File: src/rtl/reg_dbg_pkg.sv
// Shared definitions for the UART register-debug command controller:
// FSM state codes, command/response bytes and a counter sizing helper.
package reg_dbg_pkg;

   typedef logic [2:0] state_t;

   localparam state_t ST_IDLE     = 3'd0;
   localparam state_t ST_GET_ADDR = 3'd1;
   localparam state_t ST_GET_DATA = 3'd2;
   localparam state_t ST_EXEC     = 3'd3;
   localparam state_t ST_RESP     = 3'd4;

   localparam logic [7:0] CMD_WRITE = 8'h57;  // 'W'
   localparam logic [7:0] CMD_READ  = 8'h52;  // 'R'
   localparam logic [7:0] RSP_ACK   = 8'h4B;  // 'K'
   localparam logic [7:0] RSP_ERR   = 8'h3F;  // '?'

   // Bits needed to hold 0 .. n-1, never less than one.
   function automatic int unsigned cnt_width(input int unsigned n);
      return (n > 1) ? $clog2(n) : 1;
   endfunction

endpackage

File: src/rtl/reg_cmd_ctrl.sv
// Byte-stream command parser that turns UART 'W'/'R' commands into register
// file accesses and returns a one-byte response per completed command.
module reg_cmd_ctrl
   import reg_dbg_pkg::*;
#(
   parameter int DATA_WIDTH     = 8,
   parameter int REG_ADDR_BITS  = 8,
   parameter int TIMEOUT_CYCLES = 1000000
) (
   input  logic                     clk,
   input  logic                     rst,
   input  logic [DATA_WIDTH-1:0]    rx_data,
   input  logic                     rx_valid,
   output logic [DATA_WIDTH-1:0]    tx_data,
   output logic                     tx_valid,
   input  logic                     tx_ready,
   output logic [REG_ADDR_BITS-1:0] addr_read,
   output logic [REG_ADDR_BITS-1:0] addr_write,
   output logic [DATA_WIDTH-1:0]    write_data,
   output logic                     write_enable,
   input  logic [DATA_WIDTH-1:0]    read_data,
   output logic                     err_overrun
);

   localparam int CNT_W = cnt_width(TIMEOUT_CYCLES);
   localparam logic [CNT_W-1:0] CNT_LAST = CNT_W'(TIMEOUT_CYCLES - 1);

   localparam logic [DATA_WIDTH-1:0] OP_WRITE = DATA_WIDTH'(CMD_WRITE);
   localparam logic [DATA_WIDTH-1:0] OP_READ  = DATA_WIDTH'(CMD_READ);
   localparam logic [DATA_WIDTH-1:0] BYTE_ACK = DATA_WIDTH'(RSP_ACK);
   localparam logic [DATA_WIDTH-1:0] BYTE_ERR = DATA_WIDTH'(RSP_ERR);

   state_t                   state;
   logic [DATA_WIDTH-1:0]    opcode_q;
   logic [REG_ADDR_BITS-1:0] addr_q;
   logic [DATA_WIDTH-1:0]    data_q;
   logic [CNT_W-1:0]         tmo_cnt;

   logic op_write;
   logic busy;

   assign op_write = (opcode_q == OP_WRITE);
   assign busy     = (state == ST_EXEC) || (state == ST_RESP);

   // Register file address/data come straight from the latches.
   assign addr_read  = addr_q;
   assign addr_write = addr_q;
   assign write_data = data_q;

   // NOTE: non-blocking assignments so every register samples pre-edge values.
   always_ff @(posedge clk) begin
      if (rst) begin
         state        <= ST_IDLE;
         opcode_q     <= '0;
         addr_q       <= '0;
         data_q       <= '0;
         tmo_cnt      <= '0;
         tx_data      <= '0;
         tx_valid     <= 1'b0;
         write_enable <= 1'b0;
         err_overrun  <= 1'b0;
      end else begin
         write_enable <= 1'b0;

         if (rx_valid && busy) begin
            err_overrun <= 1'b1;
         end

         case (state)
            ST_IDLE: begin
               tmo_cnt <= '0;
               if (rx_valid) begin
                  if (rx_data == OP_WRITE || rx_data == OP_READ) begin
                     opcode_q <= rx_data;
                     state    <= ST_GET_ADDR;
                  end else begin
                     tx_data  <= BYTE_ERR;
                     tx_valid <= 1'b1;
                     state    <= ST_RESP;
                  end
               end
            end

            ST_GET_ADDR: begin
               if (rx_valid) begin
                  addr_q  <= REG_ADDR_BITS'(rx_data);
                  tmo_cnt <= '0;
                  state   <= op_write ? ST_GET_DATA : ST_EXEC;
               end else if (tmo_cnt == CNT_LAST) begin
                  tmo_cnt <= '0;
                  state   <= ST_IDLE;
               end else begin
                  tmo_cnt <= tmo_cnt + 1'b1;
               end
            end

            ST_GET_DATA: begin
               // Raising write_enable here makes it coincide exactly with EXEC.
               if (rx_valid) begin
                  data_q       <= rx_data;
                  tmo_cnt      <= '0;
                  write_enable <= 1'b1;
                  state        <= ST_EXEC;
               end else if (tmo_cnt == CNT_LAST) begin
                  tmo_cnt <= '0;
                  state   <= ST_IDLE;
               end else begin
                  tmo_cnt <= tmo_cnt + 1'b1;
               end
            end

            ST_EXEC: begin
               tx_data  <= op_write ? BYTE_ACK : read_data;
               tx_valid <= 1'b1;
               state    <= ST_RESP;
            end

            ST_RESP: begin
               if (tx_ready) begin
                  tx_valid <= 1'b0;
                  state    <= ST_IDLE;
               end
            end

            default: state <= ST_IDLE;
         endcase
      end
   end

endmodule

File: config.mk
export PLATFORM = sky130hd
export DESIGN_NAME = reg_cmd_ctrl
export DESIGN_NICKNAME = d
export VERILOG_FILES = /design/src/rtl/reg_dbg_pkg.sv /design/src/rtl/reg_cmd_ctrl.sv
export SDC_FILE = /design/constraint.sdc
export NUM_CORES = 1
export LEC_CHECK = 0
export ABC_AREA = 1
export CAP_MARGIN = 5
export CORE_ASPECT_RATIO = 1.2
export CORE_MARGIN = 5
export CORE_UTILIZATION = 50
export CTS_CLUSTER_SIZE = 14
export DETAILED_ROUTE_END_ITERATION = 12
export PLACE_DENSITY_LB_ADDON = 0.05
export SETUP_SLACK_MARGIN = 0.1
export SYNTH_ARGS = -nofsm -noshare
export SYNTH_HDL_FRONTEND = slang
export SYNTH_SLANG_ARGS = --single-unit
File: constraint.sdc
create_clock -name clk -period 1.7 [get_ports clk]
set_input_delay 0.34 -clock clk [delete_from_list [all_inputs] [get_ports clk]]
set_output_delay 0.34 -clock clk [all_outputs]
set_load 0.01 [all_outputs]
# After elaboration in Yosys (flattened, before gate mapping)
# Index checks and enable logic that the tools add are counted.
[word_totals] register_bits=58 input_bits=20 out_inout_bits=35 elab_cells=57
[classes] addsub=1 n_eq_ne=11 mux=20 n_bitwise=1 n_reduce_logical=15
[ops] op="$mux 20" count=2
[ops] op="$pmux 20 s2" count=1
[ops] op="$eq 8x7->1 const B" count=3
[ops] op="$mux 8" count=3
[ops] op="$add 20x1->20 const B" count=1
[ops] op="$eq 20x20->1 const B" count=1
[ops] op="$mux 3" count=6
[ops] op="$pmux 8 s2" count=1
[ops] op="$pmux 3 s5" count=1
[ops] op="$eq 3x2->1 const B" count=2
[ops] op="$ne 2x2->1 const B" count=3
[ops] op="$reduce_and 2->1" count=3
[ops] op="$reduce_and 3->1" count=2
[ops] op="$mux 1" count=5
[ops] op="$reduce_and 4->1" count=1
[ops] op="$reduce_bool 2->1" count=2
[ops] op="$reduce_or 2->1" count=2
[ops] op="$eq 3x1->1 const B" count=1
[ops] op="$eq 3x3->1 const B" count=1
[ops] op="$logic_not 3->1" count=1
[ops] op="$pmux 1 s3" count=1
[ops] op="$reduce_bool 3->1" count=1
[ops] op="$logic_or 1x1->1" count=2
[ops] op="$logic_and 1x1->1" count=1
[ops] op="$not 1->1" count=1

# Depth between registers and ports, before layout
# Gate-level depths: netlist of run 1.
[logic_depth] ltp_word=5 mapped_depth=11 mapped_depth_nobuf=11

# Worst setup path before layout of run 1
# OpenSTA, ideal clock, no wires.
[synth_path] path_type="reg2reg" from="reg tmo_cnt[1]" to="reg tmo_cnt[14]" setup_time_ps=118 arrival_ps=1354 t_required_ps=1582 slack_ps=228 path_stages_with_launch=10 n_path_buf=0 synth_period_minus_slack_ps=1472 path_cell_list="dfxtp_1 ha_1 nand2_1 nor2_1 nand2_1 nor2_2 inv_2 nor2_2 xor2_1 nor2_4"
[synth_between] elab_chain_len=4 word_cells_on_any_way=5 cone_classes="add/sub: 1; eq/ne: 1; mux: 3"
[synth_lines] item="from (decl)" line="reg_cmd_ctrl.sv:37" rtl="logic [CNT_W-1:0] tmo_cnt;"
[synth_lines] item="from (signal assigned)" line="reg_cmd_ctrl.sv:93" rtl="tmo_cnt <= tmo_cnt + 1'b1;"
[synth_lines] item="from (signal assigned)" line="reg_cmd_ctrl.sv:108" rtl="tmo_cnt <= tmo_cnt + 1'b1;"
[synth_lines] item="$add 20x1->20 / $eq 20x20->1 (equally long branches)"
[synth_lines] item="$mux 20 *" line="reg_cmd_ctrl.sv:89, reg_cmd_ctrl.sv:104"
[synth_lines] item="$mux 20 *" line="reg_cmd_ctrl.sv:99" rtl="if (rx_valid) begin"
[synth_lines] item="$pmux 20 s2 *" line="reg_cmd_ctrl.sv:69" rtl="case (state)"
# Every way passes the cells marked *; elsewhere a longest branch is shown, timed or not.
# A chain may end at the register's enable or synchronous reset.

# Worst setup path after layout of run 1
[layout_path] from="reg addr_q[2], in the netlist addr_read[2]" to="out addr_read[2]"
[layout_rtl] item="from (decl)" line="reg_cmd_ctrl.sv:35" rtl="logic [REG_ADDR_BITS-1:0] addr_q;"
[layout_rtl] item="from (signal assigned)" line="reg_cmd_ctrl.sv:86" rtl="addr_q <= REG_ADDR_BITS'(rx_data);"
[layout_rtl] item="to (decl)" line="reg_cmd_ctrl.sv:17" rtl="output logic [REG_ADDR_BITS-1:0] addr_read,"
# No word-level cell between the ends.

==> impl_metrics.csv, run 1 <==
group,metric,value,unit
timing,post-route-period-util,0.9232,
grt,grt_first_pass_wirelength,12.20,mm
timing,fin_crit,1.569,ns
grt,grt_pass1_vias,2808,
routing,vias_per_cell,5.173,
grt,grt_max_degree,38,
clocking,hold_buffers,0,
worst_setup_path,cp_num_cells,1,
logic_synthesis,yosys.cell_types.count,35,
timing,relSlewSlack,0.7900,
worst_setup_path,worstRegToRegCells,9,
worst_setup_path,cp_cell_sequence,"clkdlybuf4s50_1",
final_layout,drive_gt1_frac,0.1896,
clocking,root_buffer,"clkbuf_8",
logic_synthesis,synth-seq-cells,58,
clocking,clk_latency,0.33,ns
routing,drt_iter0_markers,98,
routing,routedWlPerCell,13.48,µm
floorplanning,coreArea,5593,µm²
timing,skew,0.005013,ns
clocking,numCtsBuffers,9,
power,power_density,697.5,nW/µm²
routing,via_count,2814,
placed_design,placed_cell_area,3553,µm²
worst_setup_path,crit_arrival,1.23,ns
logic_synthesis,synth_nets,423,
floorplanning,design.die.area,7308,µm²
floorplanning,rows,30,
worst_hold_path,min-delay-path-class,"flip-flop to flip-flop",
worst_setup_path,crit_type,"flip-flop to output pin",
floorplanning,dieHeight,92.65,µm
timing,grt_setup_unrepaired,"yes",
floorplanning,io_pins,55,
timing,fmax,637.2,MHz
worst_setup_path,crit_path_max_incr_delay,0.55,ns
worst_setup_path,cp-end-kind,"output pin",
worst_setup_path,setup.worst_path.start_class,"flip-flop",
logic_synthesis,yosysWarnings,0,
final_layout,fin_area,3821,µm²
clocking,cts_tree,"yes",
worst_setup_path,cp.required,1.36,ns
logic_synthesis,syn_inst,402,
timing,tns,0,ns
grt,antenna_found_initial,0,
power,peakVddDrop,0.0005811,V
clocking,htree_levels,3,
routing,drt_wl_total,7.333,mm
final_layout,area_delta_synth_final,34.24,%
timing,worst_slew_pin_slew,0.3142,ns
logic_synthesis,avgSynthCellArea,7.081,µm²
clocking,clk_pin_slew,0.06,ns
routing,drc,0,
placed_design,dp_slack,-0.2515,ns
timing,hold_viol,0,
clocking,cts.sinks,58,
power,finalPower,2.665,mW
grt,grt.overflow.total,0,
grt,grt_usage,0.2123,
clocking,clockBufferDepth,2,
placed_design,globalplace.congestion,0.9214,
final_layout,nets,497,
timing,setup_viol,0,
worst_setup_path,critical-path-top-delay-family,"buffers and inverters",
status,status,"finished, final reports clean",
final_layout,antenna_cells,0,
final_layout,nFillCells,491,
routing,ant_nets,0,
timing,fin_ws,0.1305,ns
worst_setup_path,crit_path_max_fanout,3,
worst_setup_path,crit_buf_inv,1,
logic_synthesis,syn_area,2846,µm²
power,p_leak,1.754,nW
routing,firstDrtPassIters,4,
floorplanning,die_x,78.88,µm
worst_hold_path,min_path_cells,2,
timing,drv_slew,0,
floorplanning,start_util,0.5089,
logic_synthesis,ys_seq_area_frac,0.4079,
worst_setup_path,crit_slowest_cell,"clkdlybuf4s50_1",
placed_design,port_buffers,54,
job,maxCapViolCount,0,
placed_design,dpl.hpwl,5.574,mm
-- kinds of logic after synthesis --
logic type | Yosys count | share of synthesized area
flip-flops | 58 | 0.4079
buffers and inverters | 63 | 0.09934
AND/OR/NAND/NOR | 220 | 0.3666
adder cells (fa/ha/maj) | 1 | 0.004395
XOR/XNOR | 3 | 0.009232
AO/OA/AOI/OAI | 57 | 0.1125
-- layout by cell type, fill, tap and decap left out, types with 4 or more instances in the layout --
cell type        Yosys  layout
nand2_1             86      85
dfxtp_1             58      56
nor2_1              43      42
nand3_1             44      41
inv_1               36      36
a21oi_1             32      32
clkdlybuf4s50_1      0      32
buf_4                8      26
dlymetal6s2s_1       0      17
nor2_2              15      14
o21ai_0             13      13
clkbuf_8             0       9
inv_2                8       8
nor3_1               8       7
nor2_4               4       6
nand4_1              6       6
nand2_2              4       5
dlygate4sd2_1        0       5
clkinv_2             0       4
-- power breakdown --
part	switching [mW]	total (mW)	internal, mW
clock	0.521	1.03	0.510
sequential	0.0114	1.39	1.38
combinational	0.122	0.245	0.123
total	0.654	2.67	2.01
-- synth_stat cells --
cell | instances | share of area
xnor2_1 | 1 | 0.0031
nor2_1 | 43 | 0.057
o21ai_1 | 2 | 0.0035
nand3_1 | 44 | 0.077
o21bai_4 | 1 | 0.0066
nor3_2 | 2 | 0.0070
o211ai_1 | 1 | 0.0026
buf_4 | 8 | 0.021
nand4_2 | 1 | 0.0044
xor2_1 | 2 | 0.0062
o21bai_1 | 1 | 0.0026
nor3b_1 | 1 | 0.0026
o21a_1 | 3 | 0.0079
a21oi_1 | 32 | 0.056
inv_1 | 36 | 0.047
nor3_1 | 8 | 0.014
nor2_2 | 15 | 0.033
nand2_2 | 4 | 0.0088
and2_0 | 1 | 0.0022
a21o_1 | 1 | 0.0026
dfxtp_1 | 58 | 0.41
nand4_1 | 6 | 0.013
nand2_4 | 4 | 0.016
o22ai_1 | 2 | 0.0044
buf_2 | 4 | 0.0070
inv_2 | 8 | 0.011
nand2_1 | 86 | 0.11
nor2_4 | 4 | 0.016
clkinv_1 | 1 | 0.0013
o21ai_0 | 13 | 0.023
a31o_2 | 1 | 0.0031
or2_2 | 1 | 0.0022
buf_8 | 1 | 0.0053
clkbuf_1 | 5 | 0.0066
ha_1 | 1 | 0.0044
-- path summary, 6_finish.rpt --
check	from	endpoint	slack [ns]
setup / recovery	addr_read[2]	addr_read[2]	0.13
setup reg to reg	tmo_cnt[0]	tmo_cnt[7]	0.17
hold reg to reg	opcode_q[3]	opcode_q[3]	0.45
hold / removal	opcode_q[3]	opcode_q[3]	0.45
-- layout make-up --
cell class                 instances  area [µm²]  share of cell area
clock buffer                      11       131.4             0.03438
inverter                          45       168.9             0.04420
multi-input combinational        281        1465              0.3834
timing repair buffer              81       792.0              0.2073
clock inverter                     4       20.02            0.005239
sequential                        58        1164              0.3045
tap                               64       80.08             0.02096
-- metrics by stage --
step           instances  hold WS [ns]    util
6_report             544        0.4488  0.6832
5_1_grt              544        0.4617  0.6832
4_1_cts              542        0.4502  0.6640
3_5_place_dp         527        0.4390  0.6353
3_3_place_gp         527        0.4288  0.6353
2_1_floorplan        402        0.4192       -
-- sequential cells by signal (all words and copies together) (netlist names) --
| signal | count |
|---|---|
| tmo_cnt | 20 |
| state | 3 |
| tx_data | 8 |
| err_overrun | 1 |
| opcode_q | 8 |
| write_data | 8 |
| tx_valid | 1 |
| addr_read | 8 |
| write_enable | 1 |
-- routing by layer --
metal  up-vias  routed length, µm  share of wire  global-route usage
met1      1303               2962           0.40              0.2177
met4         0                202          0.028             0.09885
met5         -                  0              0                   0
met2        56               3862           0.53              0.3895
li1       1434                  -              -                   -
met3        21                305          0.042             0.06420
-- timing repair --
| item | in CTS | in global routing |
|---|---|---|
| pin swaps | 0 | 4 |
| setup endpoints to repair | 9 | 45 |
| gates resized for setup | 8 | 28 |
| buffers inserted | 0 | 2 |
Power figures use the tool's default switching activity.
==> inputs of run 2 (changes only) <==
--- a/config.mk
+++ b/config.mk
@@ -12,7 +12,7 @@
 export CORE_UTILIZATION = 50
 export CTS_CLUSTER_SIZE = 14
 export DETAILED_ROUTE_END_ITERATION = 12
-export PLACE_DENSITY_LB_ADDON = 0.05
+export PLACE_DENSITY = 0.85
 export SETUP_SLACK_MARGIN = 0.1
 export SYNTH_ARGS = -nofsm -noshare
 export SYNTH_HDL_FRONTEND = slang
==> run 2 against run 1 <==
  * Clock skew decreased by 0.00055 ns
  * Combinational power decreased by 5%
  * Via count increased by 3.3%
  * Wire length increased by 5.5%
  * Register-to-register slack about the same
  * First-iteration DRC count increased by 110%
  * Power increased by 9.5%
  * Largest power group unchanged
  * Cell area increased by 0.72%
  * Highest routed layer unchanged
  * Setup slack improved by 0.0041 ns
==> impl_metrics.csv, run 2 (synthesized netlist as in run 1, its figures left out) <==
group,metric,value,unit
worst_setup_path,crit_type,"flip-flop to output pin",
timing,fin_crit,1.565,ns
grt,antenna_found_initial,0,
clocking,clk_pin_slew,0.07,ns
job,maxCapViolCount,0,
grt,grt_pass1_vias,2888,
routing,drt_wl_total,7.736,mm
floorplanning,start_util,0.5089,
timing,hold_viol,0,
final_layout,nets,493,
timing,worst_slew_pin_slew,0.5142,ns
status,status,"finished, final reports clean",
clocking,htree_levels,3,
clocking,root_buffer,"clkbuf_8",
worst_setup_path,crit_slowest_cell,"clkdlybuf4s50_1",
timing,skew,0.004463,ns
placed_design,dp_slack,-0.1853,ns
final_layout,final_cell_mix,"nand2_1 (84), dfxtp_1 (57), nand3_1 (42)",
worst_setup_path,cp.required,1.36,ns
clocking,numCtsBuffers,9,
routing,routedWlPerCell,14.30,µm
timing,setup_viol,0,
grt,grt_first_pass_wirelength,12.82,mm
clocking,clk_latency,0.34,ns
floorplanning,dieHeight,92.65,µm
final_layout,final_common_cell,"nand2_1",
worst_setup_path,cp-end-kind,"output pin",
clocking,clockBufferDepth,2,
worst_setup_path,setup.worst_path.start_class,"flip-flop",
clocking,cts.sinks,58,
worst_setup_path,reg2reg_from,"tmo_cnt[1]",
worst_setup_path,r2r_end,"tmo_cnt[13]",
timing,grt_setup_unrepaired,"no",
worst_setup_path,critical-path-top-delay-family,"buffers and inverters",
timing,post-route-period-util,0.9208,
placed_design,dpl.hpwl,5.562,mm
routing,drc,0,
timing,hold-worst-slack,0.4469,ns
worst_setup_path,crit_buf_inv,1,
floorplanning,rows,30,
placed_design,port_buffers,54,
routing,ant_nets,0,
final_layout,nFillCells,424,
timing,fmax,638.8,MHz
worst_hold_path,hold_end,"opcode_q[5]",
routing,vias_per_cell,5.372,
timing,drv_slew,0,
final_layout,antenna_cells,0,
timing,relSlewSlack,0.6545,
final_layout,largest_reg_flops,20,
grt,grt_usage,0.2202,
worst_setup_path,crit_path_max_incr_delay,0.55,ns
routing,drt_iter0_markers,203,
worst_setup_path,cp_num_cells,1,
routing,firstDrtPassIters,4,
grt,grt.overflow.total,0,
floorplanning,design.die.area,7308,µm²
worst_hold_path,min_from,"opcode_q[5]",
floorplanning,coreArea,5593,µm²
power,power_density,758.6,nW/µm²
power,finalPower,2.919,mW
routing,via_count,2906,
worst_setup_path,cp_cell_sequence,"clkdlybuf4s50_1",
worst_setup_path,crit_arrival,1.23,ns
clocking,cts_tree,"yes",
clocking,post-cts-setup-buffer-count,0,
timing,fin_ws,0.1346,ns
worst_hold_path,min_path_cells,2,
placed_design,globalplace.congestion,1.040,
final_layout,regMostFlops,"tmo_cnt",
grt,grt_max_degree,23,
power,p_leak,1.866,nW
final_layout,area_delta_synth_final,35.21,%
final_layout,fin_cells,541,
floorplanning,io_pins,55,
worst_hold_path,min-delay-path-class,"flip-flop to flip-flop",
worst_setup_path,crit_path_max_fanout,2,
placed_design,dp_cells,525,
worst_setup_path,worstRegToRegCells,7,
power,peakVddDrop,0.0007395,V
worst_setup_path,r2r_slack,0.17,ns
final_layout,drive_gt1_frac,0.1929,
floorplanning,die_x,78.88,µm
final_layout,fin_util,0.6881,
-- run 2: cell count changes in the layout (fill, tap and decap cells not counted), sizes merged --
cell	change
buf	-4
bufinv	+1
clkbuf	-2
clkdlybuf4s50	-12
clkinv	-2
clkinvlp	+3
dlygate4sd2	+5
dlymetal6s2s	+7
inv	+1
-- run 2: worst max path at each step --
stage,start,to
6_report,tx_data[0],tx_data[0]
5_1_grt,state[1],write_data[0]
4_1_cts,addr_read[2],addr_write[2]
3_5_place_dp,rx_data[2],tx_data[4]
3_3_place_gp,rx_data[2],tx_data[4]
2_1_floorplan,tmo_cnt[1],tmo_cnt[14]
-- run 2: per-stage QoR --
step	setup TNS, ns	area (µm²)
floorplan	0	2846
global placement	-0.7624	3526
detailed placement	-1.366	3526
CTS	0	3740
global route	0	3849
finish	0	3849
-- run 2: cell type report --
type / count / area [µm²] / share of cell area
well taps: 64 / 80.08 / 0.02081
flip-flops and latches: 58 / 1162 / 0.3020
repair buffers: 77 / 760.7 / 0.1977
clock buffers: 9 / 123.9 / 0.03218
multi-input cells: 281 / 1474 / 0.3830
clock inverters: 7 / 78.83 / 0.02048
inverters: 45 / 168.9 / 0.04389
-- run 2: metal layers --
metal	wire length, µm	global-route usage	share of wire
met1	2953	0.2364	0.38
met2	4105	0.3959	0.53
met3	494	0.05642	0.064
met4	182	0.1089	0.024
met5	0	0	0
-- run 2: repair_timing --
action / CTS / global route
endpoints found under the setup margin: 17 / 51
pin swaps: 0 / 5
resized for setup: 14 / 38
hold buffers: 0 / 0
-- run 2: report_power, final --
part	switching, mW	total (mW)	internal (mW)
Clock	0.614	1.30	0.685
Combinational	0.122	0.232	0.110
Sequential	0.0122	1.39	1.38
